File: src/rtl/lsu_seq_if.sv
// Access-type codes shared by decode, the sequencer and its bench, plus the
// data-memory bus interface driven by the load/store sequencer.

package lsu_seq_pkg;
    localparam int MEM_ACCESS_TYPE_WIDTH = 3;
    // bit 2 marks a store, bits 1:0 give the size (1 byte, 2 half, 3 word)
    localparam logic [MEM_ACCESS_TYPE_WIDTH-1:0] MEM_ACCESS_TYPE_NONE = 3'd0;
    localparam logic [MEM_ACCESS_TYPE_WIDTH-1:0] MEM_ACCESS_TYPE_LB   = 3'd1;
    localparam logic [MEM_ACCESS_TYPE_WIDTH-1:0] MEM_ACCESS_TYPE_LH   = 3'd2;
    localparam logic [MEM_ACCESS_TYPE_WIDTH-1:0] MEM_ACCESS_TYPE_LW   = 3'd3;
    localparam logic [MEM_ACCESS_TYPE_WIDTH-1:0] MEM_ACCESS_TYPE_SB   = 3'd5;
    localparam logic [MEM_ACCESS_TYPE_WIDTH-1:0] MEM_ACCESS_TYPE_SH   = 3'd6;
    localparam logic [MEM_ACCESS_TYPE_WIDTH-1:0] MEM_ACCESS_TYPE_SW   = 3'd7;
endpackage

interface lsu_seq_if #(
    parameter int ADDR_W = 32
);
    logic              req;
    logic              we;
    logic [ADDR_W-1:0] addr;
    logic [3:0]        be;
    logic [31:0]       wdata;
    logic              gnt;
    logic              rvalid;
    logic [31:0]       rdata;

    modport master (output req, we, addr, be, wdata, input gnt, rvalid, rdata);
    modport slave  (input req, we, addr, be, wdata, output gnt, rvalid, rdata);
endinterface

File: src/rtl/lsu_seq.sv
// Load/store sequencer: takes one decoded memory op, runs a req/gnt/rvalid
// bus transaction with byte steering, aligns/extends load data, and flags
// misaligned accesses and bus timeouts. Stalls the pipeline via busy.

module lsu_seq
    import lsu_seq_pkg::*;
#(
    parameter int ADDR_W  = 32,
    parameter int TIMEOUT = 255
) (
    input  logic                             clk,
    input  logic                             rst,
    input  logic                             start,
    input  logic [MEM_ACCESS_TYPE_WIDTH-1:0] access_type,
    input  logic                             sign_ext,
    input  logic [ADDR_W-1:0]                addr,
    input  logic [31:0]                      wdata,
    output logic                             busy,
    output logic                             done,
    output logic [31:0]                      rdata,
    output logic                             misalign,
    output logic                             bus_err,
    lsu_seq_if.master                        mem
);

    typedef enum logic [1:0] {IDLE, REQ, RESP, FIN} state_t;

    state_t                           state_q, state_d;
    logic [7:0]                       cnt_q;
    logic [MEM_ACCESS_TYPE_WIDTH-1:0] type_q;
    logic                             sext_q;
    logic [ADDR_W-1:0]                addr_q;
    logic [31:0]                      wdata_q;
    logic                             mis_q;
    logic                             err_q;
    logic [31:0]                      rdata_q;

    // FSM strobes from the next-state logic into the datapath
    logic latch, cap, tmo, cnt_clr, cnt_inc;

    logic op_valid, mis_in;
    logic is_byte_q, is_half_q, is_store_q;
    logic [31:0] shifted;
    logic [31:0] load_val;

    assign op_valid = (access_type != MEM_ACCESS_TYPE_NONE);

    // Alignment is judged on the incoming op so a bad access never reaches the bus
    always_comb begin
        mis_in = 1'b0;
        if (access_type == MEM_ACCESS_TYPE_LH || access_type == MEM_ACCESS_TYPE_SH)
            mis_in = addr[0];
        else if (access_type == MEM_ACCESS_TYPE_LW || access_type == MEM_ACCESS_TYPE_SW)
            mis_in = (addr[1:0] != 2'b00);
    end

    assign is_byte_q  = (type_q == MEM_ACCESS_TYPE_LB) || (type_q == MEM_ACCESS_TYPE_SB);
    assign is_half_q  = (type_q == MEM_ACCESS_TYPE_LH) || (type_q == MEM_ACCESS_TYPE_SH);
    assign is_store_q = (type_q == MEM_ACCESS_TYPE_SB) || (type_q == MEM_ACCESS_TYPE_SH) ||
                        (type_q == MEM_ACCESS_TYPE_SW);

    // State register
    always_ff @(posedge clk) begin
        if (rst) state_q <= IDLE;
        else     state_q <= state_d;
    end

    // Next state and datapath strobes; timeout only when no progress this cycle
    always_comb begin
        state_d = state_q;
        latch   = 1'b0;
        cap     = 1'b0;
        tmo     = 1'b0;
        cnt_clr = 1'b0;
        cnt_inc = 1'b0;
        case (state_q)
            IDLE: begin
                if (start && op_valid) begin
                    latch   = 1'b1;
                    cnt_clr = 1'b1;
                    state_d = mis_in ? FIN : REQ;
                end
            end
            REQ: begin
                if (mem.gnt) begin
                    cnt_clr = 1'b1;
                    state_d = is_store_q ? FIN : RESP;
                end else if (cnt_q == 8'(TIMEOUT)) begin
                    tmo     = 1'b1;
                    state_d = FIN;
                end else begin
                    cnt_inc = 1'b1;
                end
            end
            RESP: begin
                if (mem.rvalid) begin
                    cap     = 1'b1;
                    state_d = FIN;
                end else if (cnt_q == 8'(TIMEOUT)) begin
                    tmo     = 1'b1;
                    state_d = FIN;
                end else begin
                    cnt_inc = 1'b1;
                end
            end
            FIN:     state_d = IDLE;
            default: state_d = IDLE;
        endcase
    end

    // Lane extraction and extension of the returned word
    always_comb begin
        shifted  = mem.rdata >> {addr_q[1:0], 3'b000};
        load_val = mem.rdata;
        if (is_byte_q)
            load_val = {{24{sext_q & shifted[7]}}, shifted[7:0]};
        else if (is_half_q)
            load_val = addr_q[1] ? {{16{sext_q & mem.rdata[31]}}, mem.rdata[31:16]}
                                 : {{16{sext_q & mem.rdata[15]}}, mem.rdata[15:0]};
    end

    // Operation latches, wait counter, status flags and load result
    always_ff @(posedge clk) begin
        if (rst) begin
            cnt_q   <= '0;
            type_q  <= MEM_ACCESS_TYPE_NONE;
            sext_q  <= 1'b0;
            addr_q  <= '0;
            wdata_q <= '0;
            mis_q   <= 1'b0;
            err_q   <= 1'b0;
            rdata_q <= '0;
        end else begin
            if (latch) begin
                type_q  <= access_type;
                sext_q  <= sign_ext;
                addr_q  <= addr;
                wdata_q <= wdata;
                mis_q   <= mis_in;
                err_q   <= 1'b0;
            end
            if (cnt_clr)      cnt_q <= '0;
            else if (cnt_inc) cnt_q <= cnt_q + 8'd1;
            if (cap) rdata_q <= load_val;
            if (tmo) begin
                err_q   <= 1'b1;
                rdata_q <= '0;
            end
        end
    end

    // Bus drive: fields come from the latched op so they hold steady until gnt
    always_comb begin
        mem.req   = (state_q == REQ);
        mem.we    = is_store_q;
        mem.addr  = {addr_q[ADDR_W-1:2], 2'b00};
        mem.be    = 4'b0000;
        mem.wdata = wdata_q;
        if (is_byte_q) begin
            mem.be    = 4'b0001 << addr_q[1:0];
            mem.wdata = {4{wdata_q[7:0]}};
        end else if (is_half_q) begin
            mem.be    = addr_q[1] ? 4'b1100 : 4'b0011;
            mem.wdata = {2{wdata_q[15:0]}};
        end else if (type_q != MEM_ACCESS_TYPE_NONE) begin
            mem.be    = 4'b1111;
        end
    end

    // Stall covers the accepting cycle; status only visible with done
    always_comb begin
        busy     = (start && op_valid && state_q == IDLE) || state_q == REQ || state_q == RESP;
        done     = (state_q == FIN);
        misalign = done & mis_q;
        bus_err  = done & err_q;
        rdata    = rdata_q;
    end

endmodule

File: src/flat_wrapper.sv
// flat-port wrapper written by rule: the top's interface ports become plain ports
module lsu_seq_flat import lsu_seq_pkg::*;
#(
    parameter int ADDR_W  = 32,
    parameter int TIMEOUT = 255
)
  (clk, rst, start, access_type, sign_ext, addr, wdata, busy, done, rdata, misalign, bus_err, mem_req, mem_we, mem_addr, mem_be, mem_wdata, mem_gnt, mem_rvalid, mem_rdata);
  lsu_seq_if #(.ADDR_W(ADDR_W)) mem_i ();
  input  logic clk;
  input  logic rst;
  input  logic start;
  input  logic [MEM_ACCESS_TYPE_WIDTH-1:0] access_type;
  input  logic sign_ext;
  input  logic [ADDR_W-1:0] addr;
  input  logic [31:0] wdata;
  output logic busy;
  output logic done;
  output logic [31:0] rdata;
  output logic misalign;
  output logic bus_err;
  output wire logic [$bits(mem_i.req)-1:0] mem_req;
  output wire logic [$bits(mem_i.we)-1:0] mem_we;
  output wire logic [$bits(mem_i.addr)-1:0] mem_addr;
  output wire logic [$bits(mem_i.be)-1:0] mem_be;
  output wire logic [$bits(mem_i.wdata)-1:0] mem_wdata;
  input wire logic [$bits(mem_i.gnt)-1:0] mem_gnt;
  input wire logic [$bits(mem_i.rvalid)-1:0] mem_rvalid;
  input wire logic [$bits(mem_i.rdata)-1:0] mem_rdata;
  assign mem_req = mem_i.req;
  assign mem_we = mem_i.we;
  assign mem_addr = mem_i.addr;
  assign mem_be = mem_i.be;
  assign mem_wdata = mem_i.wdata;
  assign mem_i.gnt = mem_gnt;
  assign mem_i.rvalid = mem_rvalid;
  assign mem_i.rdata = mem_rdata;
  lsu_seq #(.ADDR_W(ADDR_W), .TIMEOUT(TIMEOUT)) u_core (.clk(clk), .rst(rst), .start(start), .access_type(access_type), .sign_ext(sign_ext), .addr(addr), .wdata(wdata), .busy(busy), .done(done), .rdata(rdata), .misalign(misalign), .bus_err(bus_err), .mem(mem_i));
endmodule
File: config.mk
export PLATFORM = sky130hd
export DESIGN_NAME = lsu_seq_flat
export DESIGN_NICKNAME = d
export VERILOG_FILES = /design/src/rtl/lsu_seq_if.sv /design/src/rtl/lsu_seq.sv /design/src/flat_wrapper.sv
export SDC_FILE = /design/constraint.sdc
export NUM_CORES = 1
export LEC_CHECK = 0
export ABC_AREA = 1
export BUFFER_PORTS_ARGS = -buffer_cell sky130_fd_sc_hd__buf_2
export CAP_MARGIN = 15
export CELL_PAD_IN_SITES_DETAIL_PLACEMENT = 0
export CELL_PAD_IN_SITES_GLOBAL_PLACEMENT = 1
export CORE_UTILIZATION = 37
export DETAILED_ROUTE_END_ITERATION = 8
export PLACE_DENSITY = 0.93
export SLEW_MARGIN = 20
export SYNTH_ARGS = -nofsm -noshare
export SYNTH_HDL_FRONTEND = slang
export SYNTH_SLANG_ARGS = --single-unit
File: constraint.sdc
create_clock -name clk -period 2.4 [get_ports clk]
set_input_delay 0 -clock clk [delete_from_list [all_inputs] [get_ports clk]]
set_output_delay 0 -clock clk [all_outputs]
set_load 0.005 [all_outputs]
==> flow_metrics.tcl, run 1 <==
set metrics [dict create \
    fin_nets 1196 \
    cts_num_sinks 112 \
    synth-seq-cells 112 \
    ys_warn_count 0 \
    finalCritPeriodShare_pct 89.1 \
    initial_core_util_pct 38.0 \
    die_width_um 127 \
    grt_pass1_wl_um 28500 \
    final_cell_mix "nand2_1, buf_2, dfxtp_1" \
    finalHoldViolations 0 \
    fmax_mhz 468 \
    cp.required_ns 2.66 \
    dieHeight_um 127 \
    numCtsBuffers 9 \
    setup.worst_path.class "register to register" \
    syn_to_final_growth_pct 36.5 \
    grt_usage_pct 22.1 \
    worst_hold_slack_ns 0.00952 \
    hold_path.class "primary input to register" \
    clock_latency_ns 0.35 \
    antenna_found_initial 1 \
    cpPeakStageDelay_ns 0.56 \
    final.setup.worst_slack_ns 0.262 \
    drive_gt1_share_pct 25.9 \
    path_cells "inv_1, ha_1, nand2_1, clkinvlp_4, buf_12, nand2_1, nor2_1, nand3_1, dlygate4sd3_1, nand2_1, inv_1" \
    synth_area_sq_mm 0.00579 \
    overflow 0 \
    drt-wirelength-per-cell_um 13.5 \
    critPathCaptureType "register" \
    rows 45 \
    mostFrequentLayoutCell "nand2_1" \
    num_antenna_cells 0 \
    vias_per_cell 4.72 \
    maxCapViolations 0 \
    p_leak_uw 0.00383 \
    avgSynthCellArea_sq_um 6.92 \
    async_flop_share_pct 0 \
    fin_tns_setup_ns 0 \
    hpwl_um 11800 \
    core_sq_mm 0.0153 \
    syn_inst 837 \
    routed_wl_um 17600 \
    grt_max_degree 65 \
    p_per_area_mw_per_mm2 752 \
    finalSetupViolCount 0 \
    placed_area_sq_mm 0.00666 \
    rsz0062_at_grt "false" \
    portBuffers 208 \
    yosysSeqAreaShare_pct 38.7 \
    critPathLaunchType "register" \
    clock_skew_ns 0.00888 \
    cts_tree "done" \
    slew_viol_final 0 \
    peakVddDrop_mv 0.363 \
    crit_path_frequent_cell "nand2_1" \
    crit_fanout 37 \
    final_core_utilization_pct 51.8 \
    gp_congestion 0.855 \
    pre_cts_ws_ns 0.549 \
    num_io_pins 211 \
    synth_cell_types 39 \
    drtIter0Drc 537 \
    post-synth-top-area-cell "dfxtp_1" \
    tightest_slew_ns 0.733 \
    min_period_ns 2.14 \
    cts.clk_slew.worst_paths_ns 0.08 \
    cp.arrival_ns 2.40 \
    synth_flop_cell "dfxtp_1" \
    slew_headroom_pct 51.1 \
    seq_area_sq_mm 0.00224 \
    num_vias 6141 \
    synth_edf_count 0 \
    h-tree-depth 3 \
    dieArea_sq_mm 0.0162 \
    cts-root-buf "clkbuf_16" \
    crit_family "buffers and inverters" \
    fill_cells 1499 \
    cts_max_path_buffers 2 \
    grt_pass1_vias 5708 \
    critPathBufInv 5 \
    final_antenna_net_count 0 \
    multiInputGateArea_sq_mm 0.00268 \
    status "finished clean" \
    first_pass_iters 5 \
    drc_errors 0 \
    cpMaxStageDelayCell "dlygate4sd3_1" \
    synth_area_leaders "dfxtp_1, nand2_1, a21oi_1" \
    post-route-cell-area_sq_mm 0.00791 \
    synth_top_area_share_pct 38.7 \
]
## flip-flops by register name (all words and copies together), names as in the netlist
register and cells:
u_core.state_q 2, u_core.addr_q 32, u_core.type_q 3, u_core.err_q 1, u_core.cnt_q 8, u_core.sext_q 1
u_core.mis_q 1, u_core.wdata_q 32, u_core.rdata 32
## cell families after synthesis
| group | synth area share, % |
|---|---|
| flip-flops | 38.7 |
| XOR/XNOR | 0.454 |
| AND/OR/NAND/NOR | 30.0 |
| other | 0.0647 |
| buffers and inverters | 15.2 |
| adder cells (fa/ha/maj) | 1.30 |
| AO/OA/AOI/OAI | 14.3 |
## per-layer routing
metal  GRT usage, %  up-vias  wire length [um]
li1               -     3121                 -
met1           26.5     2798              7710
met2           38.1      177              8500
met3           4.69       43               826
met4           9.94        2               561
met5              0        -                13
## stage by stage
stage	instances	power [uW]
final	1301	5940
after global routing	1301	6360
after CTS	1297	5960
after detailed placement	1186	4430
after global placement	1186	4410
after floorplan	838	3810
## worst paths after layout
check / startpoint / end / slack, ns / cells past startpoint
hold reg to reg: u_core.wdata_q[23] / u_core.wdata_q[23] / 0.45 / 2
setup / recovery: u_core.state_q[0] / u_core.rdata[6] / 0.26 / 11
hold / removal: mem_rdata[7] / u_core.rdata[7] / 0.01 / 5
setup reg to reg: u_core.state_q[0] / u_core.rdata[6] / 0.26 / 11
## report_power, final
group          switching [uW]  leakage [uW]  total, uW  internal (uW)
Sequential                175      0.000916       2340           2160
Clock                     699      0.000132       1400            700
Combinational            1300       0.00278       2210            901
## cell usage after synthesis (5+ instances only)
cell type / count
buf_4: 42
nand2_2: 5
buf_2: 16
clkbuf_1: 12
nand2_1: 241
dfxtp_1: 112
nand3_2: 12
nand3_1: 30
a21oi_1: 91
buf_6: 7
o221ai_1: 8
inv_1: 78
o21ai_0: 48
or2_2: 8
ha_1: 6
nor3_1: 24
nor2_1: 59
inv_2: 6
## worst register-to-register path: stages (launching register included)
cell and delay, ns:
dfxtp_1 0.34, inv_1 0.13, ha_1 0.21, nand2_1 0.11, clkinvlp_4 0.13, buf_12 0.20, nand2_1 0.08, nor2_1 0.11
nand3_1 0.07, dlygate4sd3_1 0.56, nand2_1 0.06, inv_1 0.03
## cell type report
class / count / area share, %
clock buffer: 10 / 2.89
clock inverter: 6 / 0.459
inverter: 87 / 4.30
multi-input combinational: 559 / 33.9
sequential: 112 / 28.3
tap: 211 / 3.34
timing repair buffer: 316 / 26.7
## what timing repair did
item	4_1_cts	5_1_grt
hold buffers	95	0
endpoints found under the setup margin	0	5
hold endpoints to repair	90	0
resized for setup	0	1
buffers inserted	0	4
No activity file was read; power rests on OpenSTA's default activity.
==> run 2: changes to the inputs <==
Settings changed: BUFFER_PORTS_ARGS -buffer_cell sky130_fd_sc_hd__buf_2 to not set, CORE_ASPECT_RATIO set to 0.6, CORE_UTILIZATION 37 to 45, DONT_BUFFER_PORTS set to 1, PLACE_DENSITY 0.93 to 0.88, TNS_END_PERCENT set to 100.
==> flow_metrics.tcl, run 2 (synthesis gave the netlist of run 1 again) <==
set metrics [dict create \
    num_io_pins 211 \
    grt_pass1_vias 5178 \
    portBuffers 0 \
    fill_cells 1102 \
    hpwl_um 11400 \
    p_per_area_mw_per_mm2 836 \
    fin_tns_setup_ns 0 \
    tightest_slew_ns 0.687 \
    worst_hold_slack_ns 0.0587 \
    cpPeakStageDelay_ns 0.57 \
    cts-root-buf "clkbuf_16" \
    final_cell_mix "nand2_1, dfxtp_1, dlygate4sd3_1" \
    seq_area_sq_mm 0.00224 \
    finalHoldViolations 0 \
    numPlacedInstances 930 \
    crit_family "buffers and inverters" \
    cpMaxStageDelayCell "dlygate4sd3_1" \
    slew_viol_final 0 \
    cts.clk_slew.worst_paths_ns 0.09 \
    r2r_setup_slack_ns 0.22 \
    finalCritPeriodShare_pct 90.8 \
    crit_fanout 20 \
    critPathLaunchType "register" \
    status "finished clean" \
    drive_gt1_share_pct 8.23 \
    postCtsSetupBuffers 0 \
    gp_congestion 0.882 \
    min_period_ns 2.18 \
    routed_wl_um 17200 \
    numCtsBuffers 9 \
    rsz0062_at_grt "false" \
    critPathCaptureType "register" \
    maxCapViolations 0 \
    overflow 0 \
    path_cells "inv_1, ha_1, nand2_1, clkinvlp_4, nand2_1, nor2_1, nand3_1, dlygate4sd3_1, nand2_1, inv_1" \
    clock_skew_ns 0.0128 \
    h-tree-depth 3 \
    drt-wirelength-per-cell_um 16.3 \
    initial_core_util_pct 47.1 \
    first_pass_iters 5 \
    vias_per_cell 5.25 \
    die_width_um 148 \
    fin_nets 993 \
    rows 31 \
    peakVddDrop_mv 0.338 \
    cts_num_sinks 112 \
    setup.worst_path.class "register to register" \
    crit_path_frequent_cell "nand2_1" \
    num_vias 5518 \
    cts_tree "done" \
    dieArea_sq_mm 0.0133 \
    drc_errors 0 \
    instances_no_fill 1052 \
    final_antenna_net_count 0 \
    cts_max_path_buffers 2 \
    dieHeight_um 89.9 \
    mostFrequentLayoutCell "nand2_1" \
    clock_latency_ns 0.36 \
    grt_max_degree 66 \
    num_antenna_cells 0 \
    syn_to_final_growth_pct 19.8 \
    critPathBufInv 4 \
    grt_pass1_wl_um 27100 \
    finalSetupViolCount 0 \
    final_core_utilization_pct 56.4 \
    multiInputGateArea_sq_mm 0.00269 \
    p_leak_uw 0.00293 \
    cp.required_ns 2.65 \
    antenna_found_initial 0 \
    drtIter0Drc 392 \
    total_power_uw 5800 \
    cp.arrival_ns 2.43 \
    slew_headroom_pct 54.0 \
    core_sq_mm 0.0123 \
    hold_path.class "primary input to register" \
    grt_usage_pct 25.8 \
    fmax_mhz 459 \
]
run 2: routing by layer:
metal,vias up,wire [um],track usage (%)
li1,2712,-,-
met1,2497,7800,35.6
met2,285,7200,38.5
met3,24,1930,8.38
met4,0,246,6.62
met5,-,0,0
run 2: area by class of cell:
type	instances	area share [%]
Clock buffer	9	3.25
Inverter	87	4.91
Timing Repair Buffer	113	16.5
Multi-Input combinational cell	559	38.8
Sequential cell	112	32.3
Clock inverter	7	1.24
Tap cell	165	2.98
run 2: where the power goes:
| part | total, uW | switching (uW) | leakage [uW] | internal (uW) |
|---|---|---|---|---|
| combinational | 1800 | 1180 | 0.00186 | 620 |
| sequential | 2400 | 231 | 0.000917 | 2170 |
| clock | 1600 | 768 | 0.000150 | 836 |
| total | 5800 | 2180 | 0.00293 | 3620 |
run 2: repair_timing:
action                     in CTS  in global routing
gates resized for setup         0                  5
hold endpoints to repair      104                  0
hold buffers                  106                  0
setup endpoints to repair       0                  3
run 2: per-stage QoR:
step,cell area [sq um],worst slack [ns]
final,6940,0.220
after global routing,6940,0.0262
after CTS,6920,0.0356
after detailed placement,5530,0.446
after global placement,5530,0.512
after floorplan,5800,0.961
run 2: path summary, 6_finish.rpt:
kind | to | depth (start not counted) | startpoint
max reg2reg | u_core.rdata[0] | 10 | u_core.state_q[0]
max | u_core.rdata[0] | 10 | u_core.state_q[0]
min reg2reg | u_core.wdata_q[23] | 2 | u_core.wdata_q[23]
min | u_core.rdata[10] | 4 | mem_rdata[26]
run 2: worst min-delay path: cells and delay by family:
kind | cells | cell delay [ns]
simple gates | 1 | 0.13
buf+inv | 1 | 0.07
compound gates | 2 | 0.17
